--- src/rtl/stb_gen_ext.sv ---
// Strobe generator: averages the sig_i period over 2^AVG_LOG2 periods, then emits a phased strobe train.
// Optional build macro STB_GEN_EXT_GATE_EN gates stb_o with oe_i and ~err_o.
module stb_gen_ext #(
    parameter int unsigned T_CNT_WIDTH    = 32,
    parameter int unsigned AVG_LOG2       = 2,
    parameter int unsigned W_WIDTH        = 16,
    parameter int unsigned SYNC_STAGES    = 2,
    parameter int unsigned TIMEOUT_CYCLES = 1048576,
    parameter logic [T_CNT_WIDTH-1:0] T_CNT_RST = {T_CNT_WIDTH{1'b0}}
) (
    input  logic                   clk_i,
    input  logic                   rst_i,
    input  logic                   sig_i,
    input  logic                   run_i,
    input  logic                   stop_i,
    input  logic                   mode_i,
    input  logic [W_WIDTH-1:0]     burst_len_i,
    input  logic [W_WIDTH-1:0]     offset_i,
    input  logic [W_WIDTH-1:0]     width_i,
    input  logic                   oe_i,
    output logic                   stb_o,
    output logic                   rdy_o,
    output logic                   busy_o,
    output logic                   err_o,
    output logic [T_CNT_WIDTH-1:0] stb_period_o,
    output logic [W_WIDTH-1:0]     stb_cnt_o
);
    localparam int unsigned FRAC_W = (AVG_LOG2 == 0) ? 1 : AVG_LOG2;
    localparam int unsigned ECNT_W = AVG_LOG2 + 1;
    localparam int unsigned TO_W   = $clog2(TIMEOUT_CYCLES + 1);
    localparam logic [ECNT_W-1:0]      ECNT_LAST = ECNT_W'((32'd1 << AVG_LOG2) - 32'd1);
    localparam logic [TO_W-1:0]        TO_LAST   = TO_W'(TIMEOUT_CYCLES - 32'd1);
    localparam logic [T_CNT_WIDTH-1:0] T_ONE     = T_CNT_WIDTH'(32'd1);
    localparam logic [T_CNT_WIDTH-1:0] T_TWO     = T_CNT_WIDTH'(32'd2);
    localparam logic [W_WIDTH-1:0]     W_ZERO    = {W_WIDTH{1'b0}};
    localparam logic [W_WIDTH-1:0]     W_ONE     = W_WIDTH'(32'd1);

    typedef enum logic [3:0] {
        ST_IDLE       = 4'd0,
        ST_SKIP       = 4'd1,
        ST_MEAS_START = 4'd2,
        ST_MEAS       = 4'd3,
        ST_CALC       = 4'd4,
        ST_CHECK      = 4'd5,
        ST_WAIT_RISE  = 4'd6,
        ST_HIGH       = 4'd7,
        ST_DONE       = 4'd8
    } state_t;

    state_t                  state_r, state_nxt_s;
    logic [SYNC_STAGES-1:0]  sig_sync_r, run_sync_r, stop_sync_r;
    logic                    sig_d_r, run_d_r, stop_d_r;
    logic                    sig_edge_s, run_edge_s, stop_edge_s;
    logic [T_CNT_WIDTH-1:0]  t_cnt_r, t_start_r, t_end_r, period_r, next_rise_r;
    logic [T_CNT_WIDTH-1:0]  t_start_nxt_s, t_end_nxt_s, period_nxt_s, next_rise_nxt_s, sum_s;
    logic [FRAC_W-1:0]       frac_r, acc_r, frac_nxt_s, acc_nxt_s;
    logic [FRAC_W:0]         acc_sum_s;
    logic [W_WIDTH-1:0]      hi_cnt_r, burst_r, offset_r, width_r, cnt_r;
    logic [W_WIDTH-1:0]      hi_cnt_nxt_s, burst_nxt_s, offset_nxt_s, width_nxt_s, cnt_nxt_s, burst_eff_s;
    logic [ECNT_W-1:0]       edge_cnt_r, edge_cnt_nxt_s;
    logic [TO_W-1:0]         to_cnt_r, to_cnt_nxt_s;
    logic                    mode_r, stb_r, rdy_r, busy_r, err_r;
    logic                    mode_nxt_s, stb_nxt_s, rdy_nxt_s, busy_nxt_s, err_nxt_s, cfg_bad_s;

    // Input synchronisers plus previous-value flops for edge detection.
    always_ff @(posedge clk_i) begin
        if (rst_i) begin
            sig_sync_r  <= {SYNC_STAGES{1'b0}};
            run_sync_r  <= {SYNC_STAGES{1'b0}};
            stop_sync_r <= {SYNC_STAGES{1'b0}};
            sig_d_r     <= 1'b0;
            run_d_r     <= 1'b0;
            stop_d_r    <= 1'b0;
        end else begin
            sig_sync_r  <= SYNC_STAGES'({sig_sync_r, sig_i});
            run_sync_r  <= SYNC_STAGES'({run_sync_r, run_i});
            stop_sync_r <= SYNC_STAGES'({stop_sync_r, stop_i});
            sig_d_r     <= sig_sync_r[SYNC_STAGES-1];
            run_d_r     <= run_sync_r[SYNC_STAGES-1];
            stop_d_r    <= stop_sync_r[SYNC_STAGES-1];
        end
    end

    assign sig_edge_s  = sig_sync_r[SYNC_STAGES-1] & ~sig_d_r;
    assign run_edge_s  = run_sync_r[SYNC_STAGES-1] & ~run_d_r;
    assign stop_edge_s = stop_sync_r[SYNC_STAGES-1] & ~stop_d_r;

    assign sum_s       = t_end_r - t_start_r;
    assign acc_sum_s   = {1'b0, acc_r} + {1'b0, frac_r};
    assign burst_eff_s = (burst_r == W_ZERO) ? W_ONE : burst_r;
    assign cfg_bad_s   = (period_r < T_TWO) || (width_r == W_ZERO) ||
                         (T_CNT_WIDTH'(width_r) >= period_r) || (T_CNT_WIDTH'(offset_r) >= period_r);

    // Next-state and next-register logic; stop overrides every non-idle state.
    always_comb begin
        state_nxt_s     = state_r;
        t_start_nxt_s   = t_start_r;
        t_end_nxt_s     = t_end_r;
        period_nxt_s    = period_r;
        frac_nxt_s      = frac_r;
        acc_nxt_s       = acc_r;
        next_rise_nxt_s = next_rise_r;
        hi_cnt_nxt_s    = hi_cnt_r;
        edge_cnt_nxt_s  = edge_cnt_r;
        to_cnt_nxt_s    = to_cnt_r;
        mode_nxt_s      = mode_r;
        burst_nxt_s     = burst_r;
        offset_nxt_s    = offset_r;
        width_nxt_s     = width_r;
        stb_nxt_s       = stb_r;
        rdy_nxt_s       = rdy_r;
        err_nxt_s       = err_r;
        cnt_nxt_s       = cnt_r;
        if (stop_edge_s && (state_r != ST_IDLE)) begin
            state_nxt_s = ST_IDLE;
            stb_nxt_s   = 1'b0;
            rdy_nxt_s   = 1'b0;
        end else begin
            case (state_r)
                ST_IDLE: begin
                    if (run_edge_s && !stop_edge_s) begin
                        mode_nxt_s   = mode_i;
                        burst_nxt_s  = burst_len_i;
                        offset_nxt_s = offset_i;
                        width_nxt_s  = width_i;
                        err_nxt_s    = 1'b0;
                        cnt_nxt_s    = W_ZERO;
                        to_cnt_nxt_s = {TO_W{1'b0}};
                        state_nxt_s  = ST_SKIP;
                    end else begin
                        state_nxt_s = ST_IDLE;
                    end
                end
                ST_SKIP, ST_MEAS_START, ST_MEAS: begin
                    if (sig_edge_s) begin
                        to_cnt_nxt_s = {TO_W{1'b0}};
                        if (state_r == ST_SKIP) begin
                            state_nxt_s = ST_MEAS_START;
                        end else if (state_r == ST_MEAS_START) begin
                            t_start_nxt_s  = t_cnt_r;
                            edge_cnt_nxt_s = {ECNT_W{1'b0}};
                            state_nxt_s    = ST_MEAS;
                        end else if (edge_cnt_r == ECNT_LAST) begin
                            t_end_nxt_s = t_cnt_r;
                            state_nxt_s = ST_CALC;
                        end else begin
                            edge_cnt_nxt_s = edge_cnt_r + ECNT_W'(32'd1);
                        end
                    end else if (to_cnt_r == TO_LAST) begin
                        err_nxt_s   = 1'b1;
                        state_nxt_s = ST_IDLE;
                    end else begin
                        to_cnt_nxt_s = to_cnt_r + TO_W'(32'd1);
                    end
                end
                ST_CALC: begin
                    period_nxt_s = sum_s >> AVG_LOG2;
                    frac_nxt_s   = (AVG_LOG2 == 0) ? {FRAC_W{1'b0}} : sum_s[FRAC_W-1:0];
                    state_nxt_s  = ST_CHECK;
                end
                ST_CHECK: begin
                    if (cfg_bad_s) begin
                        err_nxt_s   = 1'b1;
                        state_nxt_s = ST_IDLE;
                    end else begin
                        next_rise_nxt_s = t_end_r + period_r + T_CNT_WIDTH'(offset_r);
                        acc_nxt_s       = {FRAC_W{1'b0}};
                        rdy_nxt_s       = 1'b1;
                        state_nxt_s     = ST_WAIT_RISE;
                    end
                end
                ST_WAIT_RISE: begin
                    // Fractional carry keeps the long-run mean period exact.
                    if (t_cnt_r == next_rise_r) begin
                        stb_nxt_s       = 1'b1;
                        hi_cnt_nxt_s    = width_r - W_ONE;
                        cnt_nxt_s       = cnt_r + W_ONE;
                        acc_nxt_s       = acc_sum_s[FRAC_W-1:0];
                        next_rise_nxt_s = next_rise_r + period_r + T_CNT_WIDTH'(acc_sum_s[FRAC_W]);
                        state_nxt_s     = ST_HIGH;
                    end else begin
                        state_nxt_s = ST_WAIT_RISE;
                    end
                end
                ST_HIGH: begin
                    if (hi_cnt_r == W_ZERO) begin
                        stb_nxt_s   = 1'b0;
                        state_nxt_s = (mode_r && (cnt_r == burst_eff_s)) ? ST_DONE : ST_WAIT_RISE;
                    end else begin
                        hi_cnt_nxt_s = hi_cnt_r - W_ONE;
                    end
                end
                ST_DONE: begin
                    rdy_nxt_s   = 1'b0;
                    state_nxt_s = ST_IDLE;
                end
                default: begin
                    stb_nxt_s   = 1'b0;
                    rdy_nxt_s   = 1'b0;
                    state_nxt_s = ST_IDLE;
                end
            endcase
        end
        busy_nxt_s = (state_nxt_s != ST_IDLE);
    end

    // State, datapath and output registers; t_cnt free-runs outside reset.
    always_ff @(posedge clk_i) begin
        if (rst_i) begin
            state_r     <= ST_IDLE;
            t_cnt_r     <= T_CNT_RST;
            t_start_r   <= {T_CNT_WIDTH{1'b0}};
            t_end_r     <= {T_CNT_WIDTH{1'b0}};
            period_r    <= {T_CNT_WIDTH{1'b0}};
            next_rise_r <= {T_CNT_WIDTH{1'b0}};
            frac_r      <= {FRAC_W{1'b0}};
            acc_r       <= {FRAC_W{1'b0}};
            hi_cnt_r    <= W_ZERO;
            edge_cnt_r  <= {ECNT_W{1'b0}};
            to_cnt_r    <= {TO_W{1'b0}};
            mode_r      <= 1'b0;
            burst_r     <= W_ZERO;
            offset_r    <= W_ZERO;
            width_r     <= W_ZERO;
            stb_r       <= 1'b0;
            rdy_r       <= 1'b0;
            busy_r      <= 1'b0;
            err_r       <= 1'b0;
            cnt_r       <= W_ZERO;
        end else begin
            state_r     <= state_nxt_s;
            t_cnt_r     <= t_cnt_r + T_ONE;
            t_start_r   <= t_start_nxt_s;
            t_end_r     <= t_end_nxt_s;
            period_r    <= period_nxt_s;
            next_rise_r <= next_rise_nxt_s;
            frac_r      <= frac_nxt_s;
            acc_r       <= acc_nxt_s;
            hi_cnt_r    <= hi_cnt_nxt_s;
            edge_cnt_r  <= edge_cnt_nxt_s;
            to_cnt_r    <= to_cnt_nxt_s;
            mode_r      <= mode_nxt_s;
            burst_r     <= burst_nxt_s;
            offset_r    <= offset_nxt_s;
            width_r     <= width_nxt_s;
            stb_r       <= stb_nxt_s;
            rdy_r       <= rdy_nxt_s;
            busy_r      <= busy_nxt_s;
            err_r       <= err_nxt_s;
            cnt_r       <= cnt_nxt_s;
        end
    end

`ifdef STB_GEN_EXT_GATE_EN
    assign stb_o = stb_r & oe_i & ~err_r;
`else
    logic unused_oe_s;
    assign unused_oe_s = oe_i;
    assign stb_o       = stb_r;
`endif
    assign rdy_o        = rdy_r;
    assign busy_o       = busy_r;
    assign err_o        = err_r;
    assign stb_period_o = period_r;
    assign stb_cnt_o    = cnt_r;
endmodule

--- config.mk ---
export PLATFORM = sky130hd
export DESIGN_NAME = stb_gen_ext
export DESIGN_NICKNAME = d
export VERILOG_FILES = /design/src/rtl/stb_gen_ext.sv
export SDC_FILE = /design/constraint.sdc
export NUM_CORES = 1
export LEC_CHECK = 0
export ABC_AREA = 0
export CORE_UTILIZATION = 52
export DETAILED_ROUTE_END_ITERATION = 12
export PLACE_DENSITY = 0.72
export SYNTH_ARGS = -nofsm -noshare
export SYNTH_HDL_FRONTEND = slang
export SYNTH_SLANG_ARGS = --single-unit
--- constraint.sdc ---
create_clock -name clk_i -period 4.56 [get_ports clk_i]
set_input_delay 1.14 -clock clk_i [delete_from_list [all_inputs] [get_ports clk_i]]
set_output_delay 1.14 -clock clk_i [all_outputs]
set_load 0.02 [all_outputs]
==> results of run 1 <==
## flip-flops by register name (all words and copies together) (netlist names), 2 cells and up
name and count:
run_sync_r 2, state_r 4, t_cnt_r 32, burst_r 16, t_start_r 32, stop_sync_r 2
sig_sync_r 2, stb_period_o 30, next_rise_r 32, stb_cnt_o 16, t_end_r 32, acc_r 2
edge_cnt_r 3, hi_cnt_r 16, offset_r 16, frac_r 2, to_cnt_r 21, width_r 16
## cell usage after synthesis (7+ instances only)
master and count:
a211o_1 8, a211oi_1 27, a21o_1 37, a21oi_1 272, a311oi_1 7, a31oi_1 20, and2_1 8, and3_1 19
and4_1 12, clkbuf_1 104, dfxtp_1 284, fa_1 21, ha_1 143, inv_1 94, mux2i_1 11, nand2_1 384
nand2b_1 11, nand3_1 55, nand4_1 51, nor2_1 183, nor2b_1 29, nor3_1 62, nor4_1 26, o2111ai_1 9
o211ai_1 19, o21a_1 21, o21ai_0 84, o21bai_1 19, o31ai_1 10, or2_2 10, or3_1 18, or4_1 8
xnor2_1 118, xor2_1 49
## metrics by stage
step                      std cells  total power [mW]  setup slack [ns]
final                          2877              5.81             0.595
after global routing           2877              6.00             0.413
after CTS                      2877              5.84             0.664
after detailed placement       2816              2.91             0.683
after global placement         2816              2.90             0.758
after floorplan                2359              2.79              1.08
## worst reg2reg max path: cells and delay by family, from the launching register on
family	cells	cell delay, ns
simple gates	2	0.32
flops	1	0.31
fa+ha+maj	4	1.46
compound gates	7	1.70
## cells in the final DEF (no fill, tap or decap), types with 12 or more instances in the layout
cell and n:
nand2_1 384, dfxtp_1 284, a21oi_1 270, nor2_1 180, ha_1 143, xnor2_1 118, clkdlybuf4s50_1 102, inv_1 94
o21ai_0 84, nor3_1 61, nand3_1 55, nand4_1 51, xor2_1 49, a21o_1 37, clkbuf_16 37, nor2b_1 29
a211oi_1 27, nor4_1 26, o21a_1 21, fa_1 21, a31oi_1 20, o21bai_1 19, and3_1 19, o211ai_1 19
buf_4 19, or3_1 18, and4_1 12
## power by group through the flow
stage                     clock, mW  sequential, mW  combinational, mW
after floorplan                   0            2.58              0.214
after detailed placement          0            2.59              0.319
after global placement            0            2.59              0.310
after global routing           3.10            2.54              0.358
final                          2.95            2.54              0.323
after CTS                      2.98            2.54              0.321
## cells by family (layout without fill, tap and decap cells)
logic type / count (synthesis) / count (layout) / share of synthesized area [%]
mux: 11 / 11 / 0.599
xor+xnor: 167 / 167 / 7.96
compound gates: 612 / 612 / 20.9
flops: 284 / 284 / 31.0
fa+ha+maj: 164 / 164 / 12.0
other cells: 1 / 2 / 0.0204
simple gates: 904 / 904 / 22.9
buf+inv: 215 / 278 / 4.68
## path summary, 6_finish.rpt
kind	cells past startpoint	slack, ns	end
min	1	0.45	sig_sync_r[1]
max	13	0.59	next_rise_r[30]
min reg2reg	1	0.45	sig_sync_r[1]
max reg2reg	13	0.59	next_rise_r[30]
## routing by layer
metal	global-route usage, %	part of all wire, %
met3	3.47	5.3
met4	11.0	3.8
met5	0	0
met2	48.1	47
met1	37.9	44
## cell type report
cell class,instances,share of cell area [%]
flip-flops and latches,284,27.2
clock inverters,16,0.928
well taps,455,2.73
multi-input cells,1860,56.8
inverters,94,1.69
clock buffers,45,4.91
repair buffers,123,5.73
==> out/metrics.cfg, run 1 <==
[logic_synthesis]
synth_edf_count=0
yosys.area.top_type=dfxtp_1
synth-seq-cells=284
seq_area_frac_synth_pct=31.0
synth_cell_types=89
syn-cell-area_sq_um=18400
synthArstFlopShare_pct=0
synth_cells=2358
synth_ff_type=dfxtp_1
ys_top_cells_by_area=dfxtp_1 (31%), ha_1 (9.7%), nand2_1 (7.8%)
synth.avg_cell_area_sq_um=7.79
yosysTopAreaCellShare_pct=31.0
ys_warn_count=0

[sta]
fin_worst_skew_ns=0.0181
slew_headroom_pct=23.3
setup_viol=0
rsz0062_at_grt=false
tns_ns=0
tightest_slew_ns=1.15
fmax_mhz=252
slew_viol_final=0
fin_crit_sh_pct=87.0
hold_violations=0
fin_crit_ns=3.97
fin_hold_ws_ns=0.451

[power]
comb_power_share_pct=5.6
power_frac_seq_pct=43.7
swShare_pct=23.3
power_leakage_nw=7.92
vdd_drop_max_mv=0.316
switchingPower_mw=1.35
power_density_nw_per_um2=278
pwr-share-clk_pct=50.7
intPower_mw=4.46

[critical_path]
end_kind=flip-flop
worst_path_most_repeated_cell=fa_1
slowest_stage=o41ai_1
cp_num_buf_inv=0
path_max_fanout=3
cp-startpoint=frac_r[0]
cpPeakStageDelay_ns=0.60
worstPathArrival_ns=4.32
crit_path_cell_trace=ha_1 > fa_1 > fa_1 > fa_1 > a211oi_1 > o21ai_1 > nand2_1 > o22ai_1 > o41ai_1 > o21ai_1 > a21oi_1 > or4_1 > a41oi_1
required_ns=4.91
start_kind=flip-flop
worstReg2RegStart=frac_r[0]
cp_top_family=compound AO/OA/AOI/OAI gates
path_class=flip-flop to flip-flop

[global_route]
grt_use_total_pct=28.8
antenna_found_initial=0
grt_pass1_vias=16280
grt_overflow_total=0
grt_pass1_wl_um=84400
grt_max_degree=90

[routing]
first_iter_violations=1422
wl_um=52400
viasPerCell=6.01
ant_nets=0
wl_per_cell_um=18.2
vias=17280
drc_errors=0
firstDrtPassIters=5

[floorplan]
die_w_um=190
die-area_sq_um=36100
die_h_um=190
rows=68
coreArea_sq_um=34600
pin_count=107
initial_core_util_pct=53.0

[finish]
area_growth_pct=13.7
register_area_sq_um=5690
num-fill-cells=3101
nets=2616
post-route-util_pct=60.3
final_area_sq_um=20900
num_antenna_cells=0
multiInputGateArea_sq_um=11900
drive_gt1_share_pct=5.00

[run_status]
status=finished, final reports clean

[clocking]
cts_root_buf=clkbuf_16
ctsResizeCount=0
clock_sinks=284
cts_tree=yes
cts_setup_buffers=0
clock_latency_ns=0.53
cts.clk_slew.worst_paths_ns=0.06
cts_buffer_depth=3
htreeDepth=2
ctsHoldBuffers=0
cts_buffers=34

[placement]
port_buffers=103
placedInstanceArea_sq_um=19700
place_hpwl_um=38400
gp_congestion=0.934

[worst_hold_path]
hp-start=sig_sync_r[0]
worst_hold_path_type=flip-flop to flip-flop

[job]
timing.max_cap.violations=0

Power figures use the tool's default switching activity.
==> run 2: changes to the inputs <==
--- a/config.mk
+++ b/config.mk
@@ -8,6 +8,7 @@
 export ABC_AREA = 0
 export CORE_UTILIZATION = 52
 export DETAILED_ROUTE_END_ITERATION = 12
+export GPL_ROUTABILITY_DRIVEN = 0
 export PLACE_DENSITY = 0.72
 export SYNTH_ARGS = -nofsm -noshare
 export SYNTH_HDL_FRONTEND = slang
==> run 2 against run 1 <==
Effect of this change:
- non-clock buffer count down 1
- clock skew up 0.00062 ns
- cell area down 0.18%
- routed wire length down 0.71%
- sequential power about the same
- hold slack worse by 0.015 ns
- critical path depth unchanged
- register-to-register slack about the same
- count of clock-buffer cells in the layout up 2
- clock power down 1%
- first-iteration DRC count down 7.3%
- worst setup slack better by 0.011 ns
- critical path type unchanged
- critical endpoint is now next_rise_r[24]
- largest cell class unchanged
==> out/metrics.cfg, run 2 (synthesis gave the netlist of run 1 again) <==
[finish]
layout_common_cells=nand2_1 (384), dfxtp_1 (284), a21oi_1 (270), nor2_1 (180), ha_1 (143)
drive_gt1_share_pct=4.87
stdcell_count=2877
final_area_sq_um=20900
final_common_cell=nand2_1
num-fill-cells=3108
area_growth_pct=13.5
num_antenna_cells=0
nets=2616

[clocking]
cts_tree=yes
cts_buffers=35
clock_sinks=284
cts_root_buf=clkbuf_16
ctsHoldBuffers=0
cts.clk_slew.worst_paths_ns=0.06
clock_latency_ns=0.52
cts_setup_buffers=0
cts_buffer_depth=3
ctsResizeCount=0
htreeDepth=2

[global_route]
grt_use_total_pct=29.0
grt_pass1_vias=16426
grt_overflow_total=0
grt_pass1_wl_um=84400
grt_max_degree=87
antenna_found_initial=0

[routing]
wl_um=52100
vias=17325
drc_errors=0
first_iter_violations=1318
wl_per_cell_um=18.1
viasPerCell=6.02
firstDrtPassIters=5
ant_nets=0

[critical_path]
slowest_stage=or4b_1
end_kind=flip-flop
cp-startpoint=frac_r[0]
worst_path_most_repeated_cell=fa_1
worstRegToRegCells=13
path_max_fanout=3
path_class=flip-flop to flip-flop
cpPeakStageDelay_ns=0.48
worstReg2RegEnd=next_rise_r[24]
cp_num_buf_inv=0
crit_path_cell_trace=ha_1 > fa_1 > fa_1 > fa_1 > a211oi_1 > o21ai_1 > nand2_1 > o22ai_1 > nor3_1 > nor2_1 > or4b_1 > a21o_1 > a311oi_1
worstPathArrival_ns=4.37
required_ns=4.98
start_kind=flip-flop
cp-endpoint=next_rise_r[24]
ff2ff_setup_slack_ns=0.61
crit_cells=13
cp_top_family=adder cells
worstReg2RegStart=frac_r[0]

[placement]
place_hpwl_um=38200
dpl_worst_slack_ns=0.659
placed_cells=2815
port_buffers=103
placedInstanceArea_sq_um=19600

[job]
timing.max_cap.violations=0

[sta]
fin_crit_sh_pct=86.7
hold_violations=0
setup_viol=0
tns_ns=0
rsz0062_at_grt=false
worst_slack_ns=0.606
fin_crit_ns=3.95
fmax_mhz=253
slew_headroom_pct=24.0
slew_viol_final=0
fin_worst_skew_ns=0.0187
tightest_slew_ns=1.14

[floorplan]
die_h_um=190
rows=68
pin_count=107
die_w_um=190
initial_core_util_pct=53.0
coreArea_sq_um=34600
die-area_sq_um=36100

[power]
power_density_nw_per_um2=277
finalPower_mw=5.77
vdd_drop_max_mv=0.288
power_leakage_nw=7.91

[run_status]
status=finished, final reports clean

[worst_hold_path]
worst_hold_path_type=flip-flop to flip-flop

[run 2: changes by cell type in the layout (fill, tap and decap cells not counted)]
cell        change
buf_12          -1
clkbuf_1        +3
clkbuf_8        -1
clkinv_2        +2
clkinvlp_4      -3
inv_6           +1
inv_8           -1
[run 2: worst min path at each step]
stage	startpoint	cells past startpoint	end	slack, ns
after floorplan	run_sync_r[0]	1	run_sync_r[1]	0.41
after global placement	run_sync_r[0]	1	run_sync_r[1]	0.43
after detailed placement	run_sync_r[0]	1	run_sync_r[1]	0.43
after CTS	run_sync_r[0]	1	run_sync_r[1]	0.44
after global routing	run_sync_r[0]	1	run_sync_r[1]	0.45
final	run_sync_r[0]	1	run_sync_r[1]	0.44
[run 2: stage by stage]
step | utilization (%) | hold WS, ns
CTS | 60.2 | 0.440
global route | 60.2 | 0.452
floorplan | - | 0.414
detailed placement | 56.7 | 0.426
global placement | 56.7 | 0.431
finish | 60.2 | 0.436
[run 2: layer usage]
metal,global-route usage [%],vias to the layer above,part of all wire (%)
li1,-,8434,-
met1,37.3,8165,44
met2,47.3,580,46
met3,4.74,146,6.1
met4,13.2,0,4.6
met5,0,-,0
[run 2: layout make-up]
type / instances / area (sq um) / area share, %
clock buffers: 47 / 1020 / 4.91
clock inverters: 15 / 179 / 0.858
repair buffers: 122 / 1180 / 5.65
flip-flops and latches: 284 / 5690 / 27.3
multi-input cells: 1860 / 11900 / 56.9
well taps: 455 / 569 / 2.73
inverters: 94 / 353 / 1.69
[run 2: report_power, final]
part	leakage [nW]	switching, mW	internal (mW)	total [mW]
Sequential	2.29	0.0352	2.50	2.54
Clock	0.604	1.11	1.80	2.91
Combinational	5.02	0.189	0.136	0.325
[run 2: worst reg2reg max path, delay by kind of cell (launching register included)]
kind / cells / cell delay (ns)
fa+ha+maj: 4 / 1.52
compound gates: 5 / 1.02
simple gates: 4 / 1.00
flops: 1 / 0.32
==> run 3: changes to the inputs <==
--- a/config.mk
+++ b/config.mk
@@ -9,6 +9,7 @@
 export CORE_UTILIZATION = 52
 export DETAILED_ROUTE_END_ITERATION = 12
 export GPL_ROUTABILITY_DRIVEN = 0
+export HOLD_SLACK_MARGIN = 0.12
 export PLACE_DENSITY = 0.72
 export SYNTH_ARGS = -nofsm -noshare
 export SYNTH_HDL_FRONTEND = slang
==> results of run 3 <==
Final layout, timing and power as in run 2 (identical DEF).
